## config.mk

```make
export PLATFORM = sky130hd
export DESIGN_NAME = i2c_sync_fifo
export DESIGN_NICKNAME = d
export VERILOG_FILES = /design/src/rtl/i2c_fifo_pkg.sv /design/src/rtl/i2c_fifo_ram.sv /design/src/rtl/i2c_sync_fifo.sv
export SDC_FILE = /design/constraint.sdc
export NUM_CORES = 1
export LEC_CHECK = 0
export ABC_AREA = 1
export CAP_MARGIN = 5
export CORE_MARGIN = 4
export CORE_UTILIZATION = 35
export DETAILED_ROUTE_END_ITERATION = 10
export GPL_TIMING_DRIVEN = 0
export PLACE_DENSITY = 0.62
export SETUP_SLACK_MARGIN = 0.2
export SYNTH_ARGS = -nofsm -noshare
export SYNTH_HDL_FRONTEND = slang
export SYNTH_SLANG_ARGS = --single-unit
```

## constraint.sdc

```tcl
create_clock -name clk -period 6.45 [get_ports clk]
set_input_delay 1.935 -clock clk [delete_from_list [all_inputs] [get_ports clk]]
set_output_delay 1.935 -clock clk [all_outputs]
set_load 0.01 [all_outputs]
```

## src/rtl/i2c_fifo_pkg.sv

```systemverilog
// i2c_fifo_pkg: shared defaults and helpers for the I2C datapath FIFO
package i2c_fifo_pkg;
  localparam int FIFO_DATA_W     = 8;
  localparam int FIFO_DEPTH_LOG2 = 4;
  localparam int FIFO_DEPTH      = 1 << FIFO_DEPTH_LOG2;
  function automatic int clog2(input int v);
    clog2 = 0;
    for (int i = 0; i < 31; i++) if ((1 << i) < v) clog2 = i + 1;
  endfunction
endpackage

```

## src/rtl/i2c_fifo_ram.sv

```systemverilog
// i2c_fifo_ram: 1W/1R storage array; registered read, or combinational read when I2C_FIFO_FWFT_EN is defined
module i2c_fifo_ram import i2c_fifo_pkg::*; #(
  parameter int DATA_W = FIFO_DATA_W,
  parameter int DEPTH  = FIFO_DEPTH,
  localparam int AW    = clog2(DEPTH)
) (
  input  logic              clk,
`ifndef I2C_FIFO_FWFT_EN
  input  logic              reset,
  input  logic              re_i,
`endif
  input  logic              we_i,
  input  logic [AW-1:0]     waddr_i,
  input  logic [DATA_W-1:0] wdata_i,
  input  logic [AW-1:0]     raddr_i,
  output logic [DATA_W-1:0] rdata_o
);
  logic [DATA_W-1:0] mem_q [DEPTH];
  // storage is never cleared; only the read register sees reset
  always_ff @(posedge clk)
    if (we_i) mem_q[waddr_i] <= wdata_i;
`ifdef I2C_FIFO_FWFT_EN
  assign rdata_o = mem_q[raddr_i];
`else
  logic [DATA_W-1:0] rdata_q;
  // read register: loads on an accepted read, otherwise holds the last word
  always_ff @(posedge clk or negedge reset)
    if (!reset) rdata_q <= '0;
    else if (re_i) rdata_q <= mem_q[raddr_i];
  assign rdata_o = rdata_q;
`endif
endmodule

```

## src/rtl/i2c_sync_fifo.sv

```systemverilog
// i2c_sync_fifo: synchronous FIFO with occupancy count, threshold flags and sticky errors; I2C_FIFO_FWFT_EN selects first-word-fall-through
module i2c_sync_fifo import i2c_fifo_pkg::*; #(
  parameter int DATA_W     = FIFO_DATA_W,
  parameter int DEPTH_LOG2 = FIFO_DEPTH_LOG2,
  parameter int AFULL_TH   = 12,
  parameter int AEMPTY_TH  = 2
) (
  input  logic                  clk,
  input  logic                  reset,
  input  logic                  wr,
  input  logic [DATA_W-1:0]     data_in,
  input  logic                  rd,
  output logic [DATA_W-1:0]     data_out,
  output logic                  rd_valid,
  output logic                  full,
  output logic                  empty,
  output logic                  almost_full,
  output logic                  almost_empty,
  output logic [DEPTH_LOG2:0]   count,
  output logic                  overflow,
  output logic                  underflow,
  input  logic                  clr_err
);
  localparam int DEPTH = 1 << DEPTH_LOG2;
  localparam logic [DEPTH_LOG2:0] DEPTH_C = DEPTH[DEPTH_LOG2:0];
  localparam logic [DEPTH_LOG2:0] AF_C    = AFULL_TH[DEPTH_LOG2:0];
  localparam logic [DEPTH_LOG2:0] AE_C    = AEMPTY_TH[DEPTH_LOG2:0];

  logic [DEPTH_LOG2-1:0] wr_ptr_q, rd_ptr_q;
  logic [DEPTH_LOG2:0]   count_q, count_d;
  logic                  ovf_q, ovf_d, udf_q, udf_d;
  logic                  we, re;

  assign full         = count_q == DEPTH_C;
  assign empty        = count_q == '0;
  assign almost_full  = count_q >= AF_C;
  assign almost_empty = count_q <= AE_C;
  assign count        = count_q;
  assign overflow     = ovf_q;
  assign underflow    = udf_q;
  assign we           = wr & ~full;
  assign re           = rd & ~empty;

  // occupancy and sticky-error next state; a new error beats a same-cycle clear
  always_comb begin
    count_d = (we & ~re) ? count_q + 1'b1 : (re & ~we) ? count_q - 1'b1 : count_q;
    ovf_d   = (wr & full) | (ovf_q & ~clr_err);
    udf_d   = (rd & empty) | (udf_q & ~clr_err);
  end

  // pointers wrap naturally; count carries the extra bit that separates full from empty
  always_ff @(posedge clk or negedge reset)
    if (!reset) begin
      wr_ptr_q <= '0;
      rd_ptr_q <= '0;
      count_q  <= '0;
      ovf_q    <= 1'b0;
      udf_q    <= 1'b0;
    end else begin
      if (we) wr_ptr_q <= wr_ptr_q + 1'b1;
      if (re) rd_ptr_q <= rd_ptr_q + 1'b1;
      count_q <= count_d;
      ovf_q   <= ovf_d;
      udf_q   <= udf_d;
    end

`ifdef I2C_FIFO_FWFT_EN
  assign rd_valid = ~empty;
  i2c_fifo_ram #(.DATA_W(DATA_W), .DEPTH(DEPTH)) u_ram (
    .clk(clk), .we_i(we), .waddr_i(wr_ptr_q), .wdata_i(data_in),
    .raddr_i(rd_ptr_q), .rdata_o(data_out)
  );
`else
  logic rd_valid_q;
  // one-cycle pulse marking the edge where data_out was reloaded
  always_ff @(posedge clk or negedge reset)
    if (!reset) rd_valid_q <= 1'b0;
    else rd_valid_q <= re;
  assign rd_valid = rd_valid_q;
  i2c_fifo_ram #(.DATA_W(DATA_W), .DEPTH(DEPTH)) u_ram (
    .clk(clk), .reset(reset), .re_i(re), .we_i(we), .waddr_i(wr_ptr_q),
    .wdata_i(data_in), .raddr_i(rd_ptr_q), .rdata_o(data_out)
  );
`endif
endmodule

```

==> results of run 1 <==
==> worst max-delay path by stage <==
stage	to	cells past startpoint
after floorplan	count[4]$_DFFE_PN0P_	11
after global placement	count[4]$_DFFE_PN0P_	12
after detailed placement	count[4]$_DFFE_PN0P_	12
after CTS	full	4
after global routing	count[4]$_DFFE_PN0P_	12
final	full	4
==> where the power goes <==
group	leakage, nW	switching [mW]	total, mW	internal [mW]
Sequential	1.45	0.0785	1.29	1.22
Clock	0.269	0.416	0.955	0.539
Combinational	1.75	0.842	1.30	0.461
==> per-layer routing <==
metal	part of all wire [%]	GRT usage, %	up-vias
li1	-	-	2255
met3	4.7	2.653	31
met2	47	24.75	130
met5	0	0	-
met4	2.9	6.570	0
met1	45	21.24	2220
==> flip-flops by register name (all words and copies together) (netlist names) <==
name,flops
rd_ptr_q,4
rd_valid,1
overflow,1
count,5
wr_ptr_q,4
underflow,1
u_ram.rdata_o,8
u_ram.mem_q,128
==> cells by family (layout without fill, tap and decap cells) <==
group	after synthesis	count (layout)	synth area share (%)
and+or+nand+nor	341	341	20.79
DFF	152	152	65.66
buffers and inverters	146	210	9.334
AOI/OAI and AO/OA	14	14	1.091
adders and majority gates	10	10	1.959
xor gates and xnor gates	9	9	1.165
==> synthesized netlist by cell type, drive strengths merged <==
cell type  number
o21ai           9
a21boi          1
fa              1
edfxtp        128
dfrtp          24
ha              9
xnor2           1
a31oi           1
buf            27
a21oi           3
clkinv          3
nand3          98
nand2         219
inv           116
xor2            8
nor2           22
nand4           2
==> critical path: stages (launching register included) <==
cell and delay [ns]:
dfrtp_1 0.44, nor2_1 0.19, nand4_1 0.13, inv_1 0.10, clkdlybuf4s50_1 0.53
==> cells in the final DEF (no fill, tap or decap), types with 2 or more instances in the layout <==
cell type	count
dfrtp_1	24
nand3_1	98
clkinv_1	3
buf_4	8
inv_1	115
o21ai_0	9
clkdlybuf4s50_1	32
nand2_1	219
edfxtp_1	128
a21oi_1	3
clkinv_4	3
buf_2	13
clkbuf_16	17
nand4_1	2
ha_1	9
buf_6	5
clkinvlp_4	3
nor2_1	22
xor2_1	8
inv_6	6
==> metrics by stage <==
step,setup WS [ns],instances,utilization (%)
global placement,2.291,964,39.25
floorplan,3.021,672,-
CTS,2.683,996,42.24
finish,2.707,996,42.24
global route,2.540,996,42.24
detailed placement,2.291,964,39.25
==> final cells by class <==
type / count / area (um^2) / share of cell area [%]
Multi-Input combinational cell: 374 / 1693 / 21.21
Clock inverter: 14 / 136.4 / 1.709
Buffer: 27 / 185.2 / 2.320
Tap cell: 260 / 325.3 / 4.077
Clock buffer: 18 / 429.2 / 5.378
Inverter: 119 / 446.7 / 5.597
Sequential cell: 152 / 4444 / 55.69
Timing Repair Buffer: 32 / 320.3 / 4.014
==> results.py, run 1 <==
metrics = {
    "layout": {
        "antennaDiodeCount": 0,
        "nNetsFinal": 746,
        "stdcell_area_mm2": 0.007980,
        "drive_gt1_share_pct": 7.880,
        "area_growth_syn_to_layout_pct": 17.89,
        "fillers": 1832,
    },
    "clocking": {
        "numCtsBuffers": 17,
        "post_cts_resized": 0,
        "ctsHoldBuffers": 0,
        "clk_latency_ns": 0.43,
        "h-tree-depth": 4,
        "cts_tree": "yes",
        "post_cts_buffers": 0,
        "cts.sinks": 152,
        "clock_path_buffers": 2,
        "ctsRootBufferMaster": "clkbuf_16",
        "clk_pin_slew_worst_paths_ns": 0.06,
    },
    "synthesis": {
        "synth_top_area_share_pct": 56.78,
        "ys_seq_elements": 152,
        "synth_cells": 672,
        "yosys_warnings": 0,
        "synth_top_area_cell": "edfxtp_1",
        "synth_cell_types": 21,
        "synthTopCellsByArea": "edfxtp_1 (57%), nand2_1 (12%), dfrtp_1 (8.9%)",
        "syn_avg_cell_area_um2": 10.07,
        "syn_area_mm2": 0.006769,
        "ys_seq_area_share_pct": 65.66,
        "synth_nets": 695,
    },
    "routing": {
        "vias": 4636,
        "drt_iter0_markers": 387,
        "firstDrtPassIters": 5,
        "via_per_inst": 4.655,
        "routedWlPerCell_um": 16.09,
        "antenna_left": 0,
        "drc": 0,
        "wl_mm": 16.03,
    },
    "critical_path": {
        "crit_type": "register to primary output",
        "cp.required_ns": 4.51,
        "r2r_cells": 13,
        "cp_max_fo": 5,
        "rr_endpoint": "count[4]$_DFFE_PN0P_",
        "startpoint": "count[3]$_DFFE_PN0P_",
        "critPathLaunchType": "register",
        "worstReg2RegStart": "count[3]$_DFFE_PN0P_",
        "cp.arrival_ns": 1.81,
        "crit_path_end_kind": "primary output",
        "reg2reg_setup_slack_ns": 3.89,
    },
    "global_routing": {
        "grt_max_degree": 25,
        "antenna_found_initial": 0,
        "grt_usage_pct": 15.58,
        "gr-total-overflow": 0,
        "first_global_vias": 4572,
        "grt_pass1_wl_mm": 25.72,
    },
    "job": {
        "cap_violations": 0,
    },
    "sta": {
        "finalCriticalPeriod_ns": 3.743,
        "slew_headroom_pct": 28.11,
        "fin_crit_sh_pct": 58.04,
        "hold_slack_ns": 0.4845,
        "setup-violations-final": 0,
        "slew_viol_final": 0,
        "setup-tns-final_ns": 0,
        "hold_viol_final": 0,
        "rsz0062_at_grt": "false",
        "fmax_mhz": 267.1,
        "finClkSkew_ns": 0.01095,
        "tightest_slew_ns": 1.075,
    },
    "worst_hold_path": {
        "holdCritStartpoint": "u_ram.rdata_o[3]$_DFFE_PN0P_",
        "holdCritPathClass": "register to register",
        "worstHoldEndpoint": "u_ram.rdata_o[3]$_DFFE_PN0P_",
        "min_path_cells": 2,
    },
    "floorplan": {
        "rows": 50,
        "die_w_um": 147.1,
        "coreArea_mm2": 0.01889,
        "die-area_mm2": 0.02163,
        "initial_utilization_pct": 35.83,
        "die_h_um": 147.1,
        "ios": 33,
    },
    "power_and_ir_drop": {
        "vdd_drop_max_mv": 0.3146,
        "powerDensity_mw_per_mm2": 445.1,
        "power.total_mw": 3.552,
        "leakage_nw": 3.471,
    },
    "placement": {
        "dpl.hpwl_mm": 10.89,
        "io_buffers": 32,
        "gp_congestion": 0.9224,
        "postPlaceCellArea_mm2": 0.007415,
    },
    "outcome": {
        "outcome": "finished clean",
    },
}
Power figures use the tool's default switching activity.
==> run 2, diff against run 1 <==
==> constraint.sdc (replaced) <==
create_clock -name clk -period 3.9 [get_ports clk]
set_input_delay 1.17 -clock clk [delete_from_list [all_inputs] [get_ports clk]]
set_output_delay 1.17 -clock clk [all_outputs]
set_load 0.01 [all_outputs]
==> results of run 2 <==
Same layout as run 1 (identical final DEF). Status: finished clean.
Main changes from that run: setup slack after placement 2.291 ns -> 0.5056 ns; setup slack after layout 2.707 ns -> 0.9217 ns; register-to-register setup slack 3.89 ns -> 1.34 ns; total power 3.552 mW -> 5.874 mW; worst IR drop on VDD 0.3146 mV -> 0.5203 mV
==> run 3, diff against run 2 <==
==> constraint.sdc (replaced) <==
create_clock -name clk -period 2.8 [get_ports clk]
set_input_delay 0.84 -clock clk [delete_from_list [all_inputs] [get_ports clk]]
set_output_delay 0.84 -clock clk [all_outputs]
set_load 0.01 [all_outputs]
==> run 3 against run 2 <==
Core utilization increased by 0.11 points. Global-route usage unchanged. Die area unchanged. First-iteration DRC count increased by 5.4%. Clock-buffer cell count unchanged.
==> results.py, run 3 (same netlist as run 1, synthesis figures left out) <==
metrics = {
    "outcome": {
        "outcome": "finished clean",
    },
    "floorplan": {
        "initial_utilization_pct": 35.83,
        "ios": 33,
        "rows": 50,
        "die_h_um": 147.1,
        "die_w_um": 147.1,
        "coreArea_mm2": 0.01889,
        "die-area_mm2": 0.02163,
    },
    "clocking": {
        "cts_tree": "yes",
        "h-tree-depth": 4,
        "numCtsBuffers": 17,
        "clk_pin_slew_worst_paths_ns": 0.06,
        "clk_latency_ns": 0.43,
        "clock_path_buffers": 2,
        "cts.sinks": 152,
        "ctsRootBufferMaster": "clkbuf_16",
    },
    "layout": {
        "layout_commonest_cell": "nand2_1",
        "drive_gt1_share_pct": 8.548,
        "fillers": 1833,
        "area_growth_syn_to_layout_pct": 18.19,
        "regMostFlops": "u_ram.mem_q",
        "layout.cells.most_common_list": "nand2_1 (218), edfxtp_1 (128), inv_1 (115)",
        "fin_cells": 997,
        "antennaDiodeCount": 0,
        "largest_register_ffs": 128,
        "stdcell_area_mm2": 0.008000,
        "nNetsFinal": 747,
    },
    "global_routing": {
        "grt_usage_pct": 15.58,
        "grt_max_degree": 25,
        "gr-total-overflow": 0,
        "antenna_found_initial": 0,
        "first_global_vias": 4572,
        "grt_pass1_wl_mm": 25.72,
    },
    "placement": {
        "postPlaceCellArea_mm2": 0.007415,
        "io_buffers": 32,
        "dpl.cell_count": 964,
        "gp_congestion": 0.9224,
        "dpl.hpwl_mm": 10.89,
    },
    "job": {
        "cap_violations": 0,
    },
    "sta": {
        "finClkSkew_ns": 0.01477,
        "fmax_mhz": 398.8,
        "slew_headroom_pct": 27.65,
        "slew_viol_final": 0,
        "rsz0062_at_grt": "true",
        "fin_crit_sh_pct": 89.55,
        "hold_viol_final": 0,
        "tightest_slew_ns": 1.082,
        "setup-violations-final": 0,
        "finalCriticalPeriod_ns": 2.507,
        "hold_slack_ns": 0.4838,
        "setup-tns-final_ns": 0,
    },
    "routing": {
        "routedWlPerCell_um": 16.15,
        "vias": 4631,
        "firstDrtPassIters": 5,
        "wl_mm": 16.11,
        "via_per_inst": 4.645,
        "drt_iter0_markers": 408,
        "drc": 0,
        "antenna_left": 0,
    },
    "critical_path": {
        "cp.required_ns": 3.16,
        "cp_max_fo": 10,
        "r2r_cells": 13,
        "cp.arrival_ns": 2.87,
        "crit_path_end_kind": "register",
        "crit_type": "primary input to register",
        "critPathLaunchType": "primary input",
    },
    "power_and_ir_drop": {
        "vdd_drop_max_mv": 0.7229,
        "powerDensity_mw_per_mm2": 1025,
        "leakage_nw": 3.507,
    },
    "worst_hold_path": {
        "min_path_cells": 2,
        "holdCritPathClass": "register to register",
    },
}
## run 3: cell types whose count changed in the layout (fill, tap and decap cells not counted)
cell	previous run	this run
buf_2	13	12
nor2_1	22	21
dlymetal6s2s_1	0	1
dfrtp_2	0	1
nand2_1	219	218
clkdlybuf4s50_1	32	29
nand2_2	0	1
dfrtp_1	24	23
dlygate4sd2_1	0	2
inv_2	1	2
nor2_2	0	1
clkinv_1	3	2
buf_6	5	6
buf_4	8	9
## run 3: report_power, final
group	switching [mW]	internal [mW]
logic	1.95	1.06
registers	0.186	2.80
clock network	0.961	1.24
total	3.09	5.10
## run 3: metal layers
| layer | track usage (%) | wire [um] | vias to the layer above |
|---|---|---|---|
| met3 | 2.653 | 799 | 26 |
| met2 | 24.75 | 7588 | 142 |
| met1 | 21.24 | 7289 | 2212 |
| met5 | 0 | 0 | - |
| li1 | - | - | 2251 |
| met4 | 6.570 | 428 | 0 |
## run 3: final timing paths
path	to	slack, ns	start
worst max-delay path	count[4]$_DFFE_PN0P_	0.29	rd
worst min-delay path	u_ram.rdata_o[3]$_DFFE_PN0P_	0.48	u_ram.rdata_o[3]$_DFFE_PN0P_
worst max register to register	count[4]$_DFFE_PN0P_	0.38	count[3]$_DFFE_PN0P_
worst min register to register	u_ram.rdata_o[3]$_DFFE_PN0P_	0.48	u_ram.rdata_o[3]$_DFFE_PN0P_
max in group asynchronous	count[3]$_DFFE_PN0P_	1.07	reset
min in group asynchronous	wr_ptr_q[2]$_DFFE_PN0P_	1.00	reset
## run 3: stage by stage
step,utilization (%),setup slack (ns),total power [mW]
2_1_floorplan,-,0.4660,4.901
3_3_place_gp,39.25,-0.2637,5.985
3_5_place_dp,39.25,-0.2644,6.006
4_1_cts,42.26,0.1812,8.217
5_1_grt,42.34,0.1350,8.707
6_report,42.34,0.2927,8.198
## run 3: layout make-up
class,count,area (um^2),area share (%)
plain buffers,27,191.4,2.393
clock buffers,18,429.2,5.364
clock inverters,14,136.4,1.705
inverters,119,446.7,5.583
multi-input cells,374,1698,21.22
flip-flops and latches,152,4446,55.57
well taps,260,325.3,4.066
repair buffers,33,327.8,4.098
## run 3: repair_timing
| item | in CTS | in global routing |
|---|---|---|
| setup endpoints to repair | 4 | 3 |
| setup buffers | 0 | 1 |
| pin swaps | 0 | 0 |
| hold buffers | 0 | 0 |
| resized for setup | 5 | 4 |
| hold endpoints to repair | 0 | 0 |
## run 3: worst max-delay path, cell delays in order
cell and delay, ns:
clkdlybuf4s50_1 0.43, nand2_2 0.12, buf_6 0.15, ha_1 0.20
inv_1 0.11, fa_1 0.42, a21oi_1 0.16, nor2_1 0.05
nor2_1 0.12, xor2_1 0.16, nand2_1 0.06, nand2_1 0.05
